`config.mk`:
```
export PLATFORM = sky130hd
export DESIGN_NAME = fft_frame_loader
export DESIGN_NICKNAME = d
export VERILOG_FILES = /design/src/rtl/fft_frame_loader.sv
export SDC_FILE = /design/constraint.sdc
export NUM_CORES = 1
export LEC_CHECK = 0
export ABC_AREA = 1
export BUFFER_PORTS_ARGS = -buffer_cell sky130_fd_sc_hd__buf_4
export CAP_MARGIN = 10
export CORE_MARGIN = 2
export CORE_UTILIZATION = 60
export DETAILED_ROUTE_END_ITERATION = 10
export PLACE_DENSITY = 0.82
export SYNTH_ARGS = -nofsm -noshare
export SYNTH_HDL_FRONTEND = slang
export SYNTH_SLANG_ARGS = --single-unit
```
`constraint.sdc`:
```
create_clock -name clk_1 -period 4.45 [get_ports clk_1]
set_input_delay 0.2225 -clock clk_1 [delete_from_list [all_inputs] [get_ports clk_1]]
set_output_delay 0.2225 -clock clk_1 [all_outputs]
set_load 0.005 [all_outputs]
```
`src/rtl/fft_frame_loader.sv`:
```
// fft_frame_loader: packs a valid/ready sample stream into 8-sample frames
// in bit-reversed (or natural) slot order and holds each frame for the FFT.
// Ports: clk_1, reset (sync, high); s_valid/s_data/s_sof/s_ready stream in;
//        frame_valid/frame_ack + out1..out8 frame out; drop_cnt resync count.
module fft_frame_loader #(
  parameter int WIDTH       = 8,
  parameter bit BIT_REVERSE = 1'b1
) (
  input  logic             clk_1,
  input  logic             reset,
  input  logic             s_valid,
  input  logic [WIDTH-1:0] s_data,
  input  logic             s_sof,
  output logic             s_ready,
  output logic             frame_valid,
  input  logic             frame_ack,
  output logic [WIDTH-1:0] out1,
  output logic [WIDTH-1:0] out2,
  output logic [WIDTH-1:0] out3,
  output logic [WIDTH-1:0] out4,
  output logic [WIDTH-1:0] out5,
  output logic [WIDTH-1:0] out6,
  output logic [WIDTH-1:0] out7,
  output logic [WIDTH-1:0] out8,
  output logic [7:0]       drop_cnt
);

  typedef enum logic {
    ST_FILL,
    ST_WAIT
  } state_t;

  state_t           state;
  logic [2:0]       widx;
  logic [WIDTH-1:0] fbuf [8];
  logic [WIDTH-1:0] outr [8];

  logic       accept;
  logic       resync;
  logic       free;
  logic       last;
  logic [2:0] idx;
  logic [2:0] slot;

  assign s_ready = (state == ST_FILL);
  assign accept  = s_valid && s_ready;
  assign resync  = s_sof && (widx != 3'd0);
  // A start-of-frame always restarts at index 0.
  assign idx     = s_sof ? 3'd0 : widx;
  assign slot    = BIT_REVERSE ? {idx[0], idx[1], idx[2]} : idx;
  assign free    = !frame_valid || frame_ack;
  assign last    = (idx == 3'd7);

  assign out1 = outr[0];
  assign out2 = outr[1];
  assign out3 = outr[2];
  assign out4 = outr[3];
  assign out5 = outr[4];
  assign out6 = outr[5];
  assign out7 = outr[6];
  assign out8 = outr[7];

  always_ff @(posedge clk_1) begin
    if (reset) begin
      state       <= ST_FILL;
      widx        <= 3'd0;
      frame_valid <= 1'b0;
      drop_cnt    <= 8'd0;
      for (int i = 0; i < 8; i++) begin
        fbuf[i] <= '0;
        outr[i] <= '0;
      end
    end else begin
      // Consumed frame with no replacement; overridden below on a load.
      if (frame_valid && frame_ack)
        frame_valid <= 1'b0;
      unique case (state)
        ST_FILL: begin
          if (accept) begin
            if (resync && drop_cnt != 8'hff)
              drop_cnt <= drop_cnt + 8'd1;
            if (last && free) begin
              // Bypass: last sample goes straight to the output.
              for (int i = 0; i < 8; i++)
                outr[i] <= fbuf[i];
              outr[slot]  <= s_data;
              frame_valid <= 1'b1;
              widx        <= 3'd0;
            end else begin
              fbuf[slot] <= s_data;
              widx       <= idx + 3'd1;
              if (last)
                state <= ST_WAIT;
            end
          end
        end
        ST_WAIT: begin
          if (free) begin
            outr        <= fbuf;
            frame_valid <= 1'b1;
            widx        <= 3'd0;
            state       <= ST_FILL;
          end
        end
        default: state <= ST_FILL;
      endcase
    end
  end

endmodule

```
==> impl_summary.txt <==
----------------------------------------------------
[Synthesis]
  Number of enable-type register cells in the synthesized netlist ... 0
  Sequential element share of the synthesized area ... 0.421
  Syn. warnings ... 0
  Number of instances in the synthesized netlist ... 959
  Post-synthesis cell type with the largest combined area ... dfxtp_1
  Most numerous cell types in the synthesized netlist ... nand2_1 (202), o21ai_0 (144), dfxtp_1 (141)
  Library cell with the highest instance count after synthesis ... nand2_1
  Biggest area contributors in the synthesized netlist ... dfxtp_1 (42%), nand2_1 (11%), o21ai_0 (11%), a21oi_1 (7.0%), nor2_1 (5.1%)
  Synthesized net count ... 979
  Syn avg cell area ... 6.98 um^2
  Proportion of netlist area held by the largest area contributor ... 0.421
  Flop and latch count out of synthesis ... 141
  Async set-or-reset flop fraction in the synthesized netlist ... 0
  Post-synthesis instance area ... 6700 um^2
  Synth cell types ... 32
  Predominant post-synthesis flop cell ... dfxtp_1

[Power and ir drop]
  Net switching component of the power ... 685 uW
  Relative contribution of the clock network to total power ... 0.478
  Switching portion of total power ... 0.232
  VDD IR-drop max ... 0.000246 V
  Areal power density over the cells ... 376 nW/um^2
  Fraction of power consumed by sequential logic ... 0.452
  Leakage component of the power ... 0.00352 uW
  Pint ... 2260 uW
  Combinational Power Share ... 0.070

[Clocking]
  Root Buffer Master ... clkbuf_8
  Clk_lat worst skew ... 0.54 ns
  Clock slew seen by the registers of the worst setup and hold paths ... 0.06 ns
  Count of hold buffers inserted by post-cts repair ... 0
  Inserted Clock Buffers ... 17
  Post-CTS Repair Setup Buffers ... 0
  Deepest clock path buffer count ... 2
  Clock sink count ... 141
  Post_cts resized ... 0
  CTS tree ... done
  Number of H-tree levels ... 4

[STA]
  Slew headroom ... 0.346
  Final Max Tran Viols ... 0
  Post-route setup TNS ... 0 ns
  Setup Viol. Count Final ... 0
  RSZ-0062 raised after global routing ... false
  Highest achievable clock rate ... 0.327 GHz
  Period Utilization, post-route ... 0.686
  PnR worst setup slack ... 1.40 ns
  Shortest clock period the worst path allows after layout ... 3.05 ns
  Actual slew at the worst max-slew pin ... 0.979 ns
  Final Hold Slack ... 0.0638 ns
  Clock Skew ... 0.00824 ns
  Final hold violation count ... 0

[Floorplanning]
  Area of the die ... 12000 um^2
  Starting density of the core ... 0.615
  Ports placed on the boundary ... 87
  FP Rows ... 38
  Core area ... 10900 um^2
  Width of the die ... 110 um
  Vert. Die Dim ... 110 um

[GRT]
  Via count of the first global-routing pass ... 5717
  Initial antenna violation count ... 0
  Combined global-route utilization of all metal layers ... 0.290
  Remaining Overflow, GRT ... 0
  Largest net degree at the start of global routing ... 85
  Global-route wire length before repair ... 27400 um

[Layout]
  Layout cell share with drive strength beyond 1 ... 0.148
  ANT cells ... 0
  Post-layout net count ... 1021
  End-of-flow core utilization ... 0.720
  Synth-to-layout area growth ... 17.0%
  Layout Cells excl Fill ... 1152
  Layout filler cell count ... 915

[Routing]
  Detailed-routing iteration count for the pre-antenna-repair pass ... 5
  Vias per std cell ... 5.54
  Remaining antenna violation count ... 0
  Met3 routed WL ... 1330 um
  Met1 wire length ... 7290 um
  Met2 wirelength from detailed routing ... 7590 um
  Detailed-route DRC error count ... 0
  Topmost layer with routed signal wires ... met4
  Routed wire length per instance ... 14.3 um
  WL final ... 16500 um
  Number of DRC markers after the initial detailed-route iteration ... 531
  Vias after detailed routing ... 6383

[Placed design]
  Half-perimeter wire length after placement ... 9740 um
  Routability congestion estimate from global placement ... 0.795
  Place WS ... 1.46 ns
  Total instance count after detailed placement ... 1122
  IO buf count ... 86

[Critical path]
  Worst EP arrival ... 3.45 ns
  Flop2flop setup slack ... 1.40 ns
  Number of cell instances on the worst register-to-register path ... 8
  Type of the setup path with the least slack ... reg2reg
  Reg-to-reg critical path startpoint ... widx[1]
  Crit path launch type ... register
  Element type at the critical path end ... register
  Highest net fanout along the worst path ... 50
  Endpoint of the most critical register-to-register path ... fbuf[14]
  Data required time at the worst endpoint ... 4.84 ns

[Min path]
  Hold-critical path endpoint ... state
  Min-Delay Path Class ... in2reg
  Worst hold start ... s_valid
  Hold-critical path depth ... 5

[Status]
  Outcome ... finished, final reports clean

[Job]
  Maximum Capacitance Violations ... 0

----------------------------------------------------
==> through the flow <==
stage               power (uW)  instance area (um^2)
floorplan                 1510                  6700
global placement          1550                  7260
detailed placement        1560                  7260
CTS                       2960                  7840
global route              3040                  7840
finish                    2950                  7840
==> worst max path at each step <==
stage / end / cells past startpoint / from / slack [ns]
5_1_grt: fbuf[14] / 8 / widx[1] / 1.04
4_1_cts: fbuf[14] / 8 / widx[1] / 1.43
2_1_floorplan: out1[1] / 14 / widx[1] / 2.62
3_5_place_dp: fbuf[10] / 8 / s_sof / 1.46
6_report: fbuf[14] / 8 / widx[1] / 1.40
3_3_place_gp: fbuf[11] / 8 / s_sof / 1.53
==> kinds of logic (layout without fill, tap and decap cells) <==
group | Yosys count | count (layout) | synth area share
AND/OR/NAND/NOR | 356 | 356 | 0.220
AO/OA/AOI/OAI | 301 | 301 | 0.248
buffers and inverters | 151 | 204 | 0.0938
flip-flops | 141 | 141 | 0.421
adder cells (fa/ha/maj) | 7 | 7 | 0.0131
XOR/XNOR | 3 | 3 | 0.00392
==> layout by cell type, fill, tap and decap left out, types with 3 or more instances in the layout <==
master	instances
o211ai_1	20
a31oi_1	16
o21ai_1	10
bufinv_16	3
clkinv_2	3
nand2_4	4
o21ai_0	144
o211a_1	10
nand4_1	3
ha_1	7
clkbuf_1	3
nor2_1	91
inv_2	5
buf_4	91
inv_1	77
a21oi_1	94
xor2_1	3
nand3_1	40
dfxtp_1	140
or2_2	10
nand2_2	3
nand2_1	202
clkbuf_16	16
o21ai_2	4
clkbuf_8	4
==> power by group through the flow <==
stage                     logic (uW)  registers [uW]  clock network, uW
after global routing             238            1340               1470
after detailed placement         203            1360                  0
after floorplan                  158            1350                  0
after CTS                        206            1330               1420
after global placement           198            1360                  0
final                            207            1330               1410
==> worst max-delay path, stage by stage, from the launching register on <==
cell and delay [ns]:
dfxtp_1 0.32, inv_1 0.05, nor2_1 0.07, ha_1 0.22, ha_1 0.40, a21oi_4 0.86
inv_2 0.59, o21ai_0 0.33, a21oi_1 0.07
==> final cells by class <==
class | count | area, um^2 | share of cell area
Tap cell | 140 | 175 | 0.0224
Sequential cell | 141 | 2820 | 0.360
Timing Repair Buffer | 92 | 703 | 0.0897
Multi-Input combinational cell | 667 | 3250 | 0.414
Inverter | 82 | 308 | 0.0393
Clock inverter | 7 | 113 | 0.0144
Clock buffer | 23 | 467 | 0.0596
==> state kept, by name, indices dropped and copies added (netlist names) <==
signal	flops
fbuf	64
drop_cnt	8
out1	8
out2	8
out3	8
out4	8
out5	8
out6	8
out7	8
out8	8
widx	3
frame_valid	1
state	1
==> per-layer routing <==
layer	GRT usage	up-vias
li1	-	3247
met1	0.385	2869
met2	0.470	238
met3	0.0581	29
met4	0.101	0
met5	0	-
(Power assumes the default switching activity.)
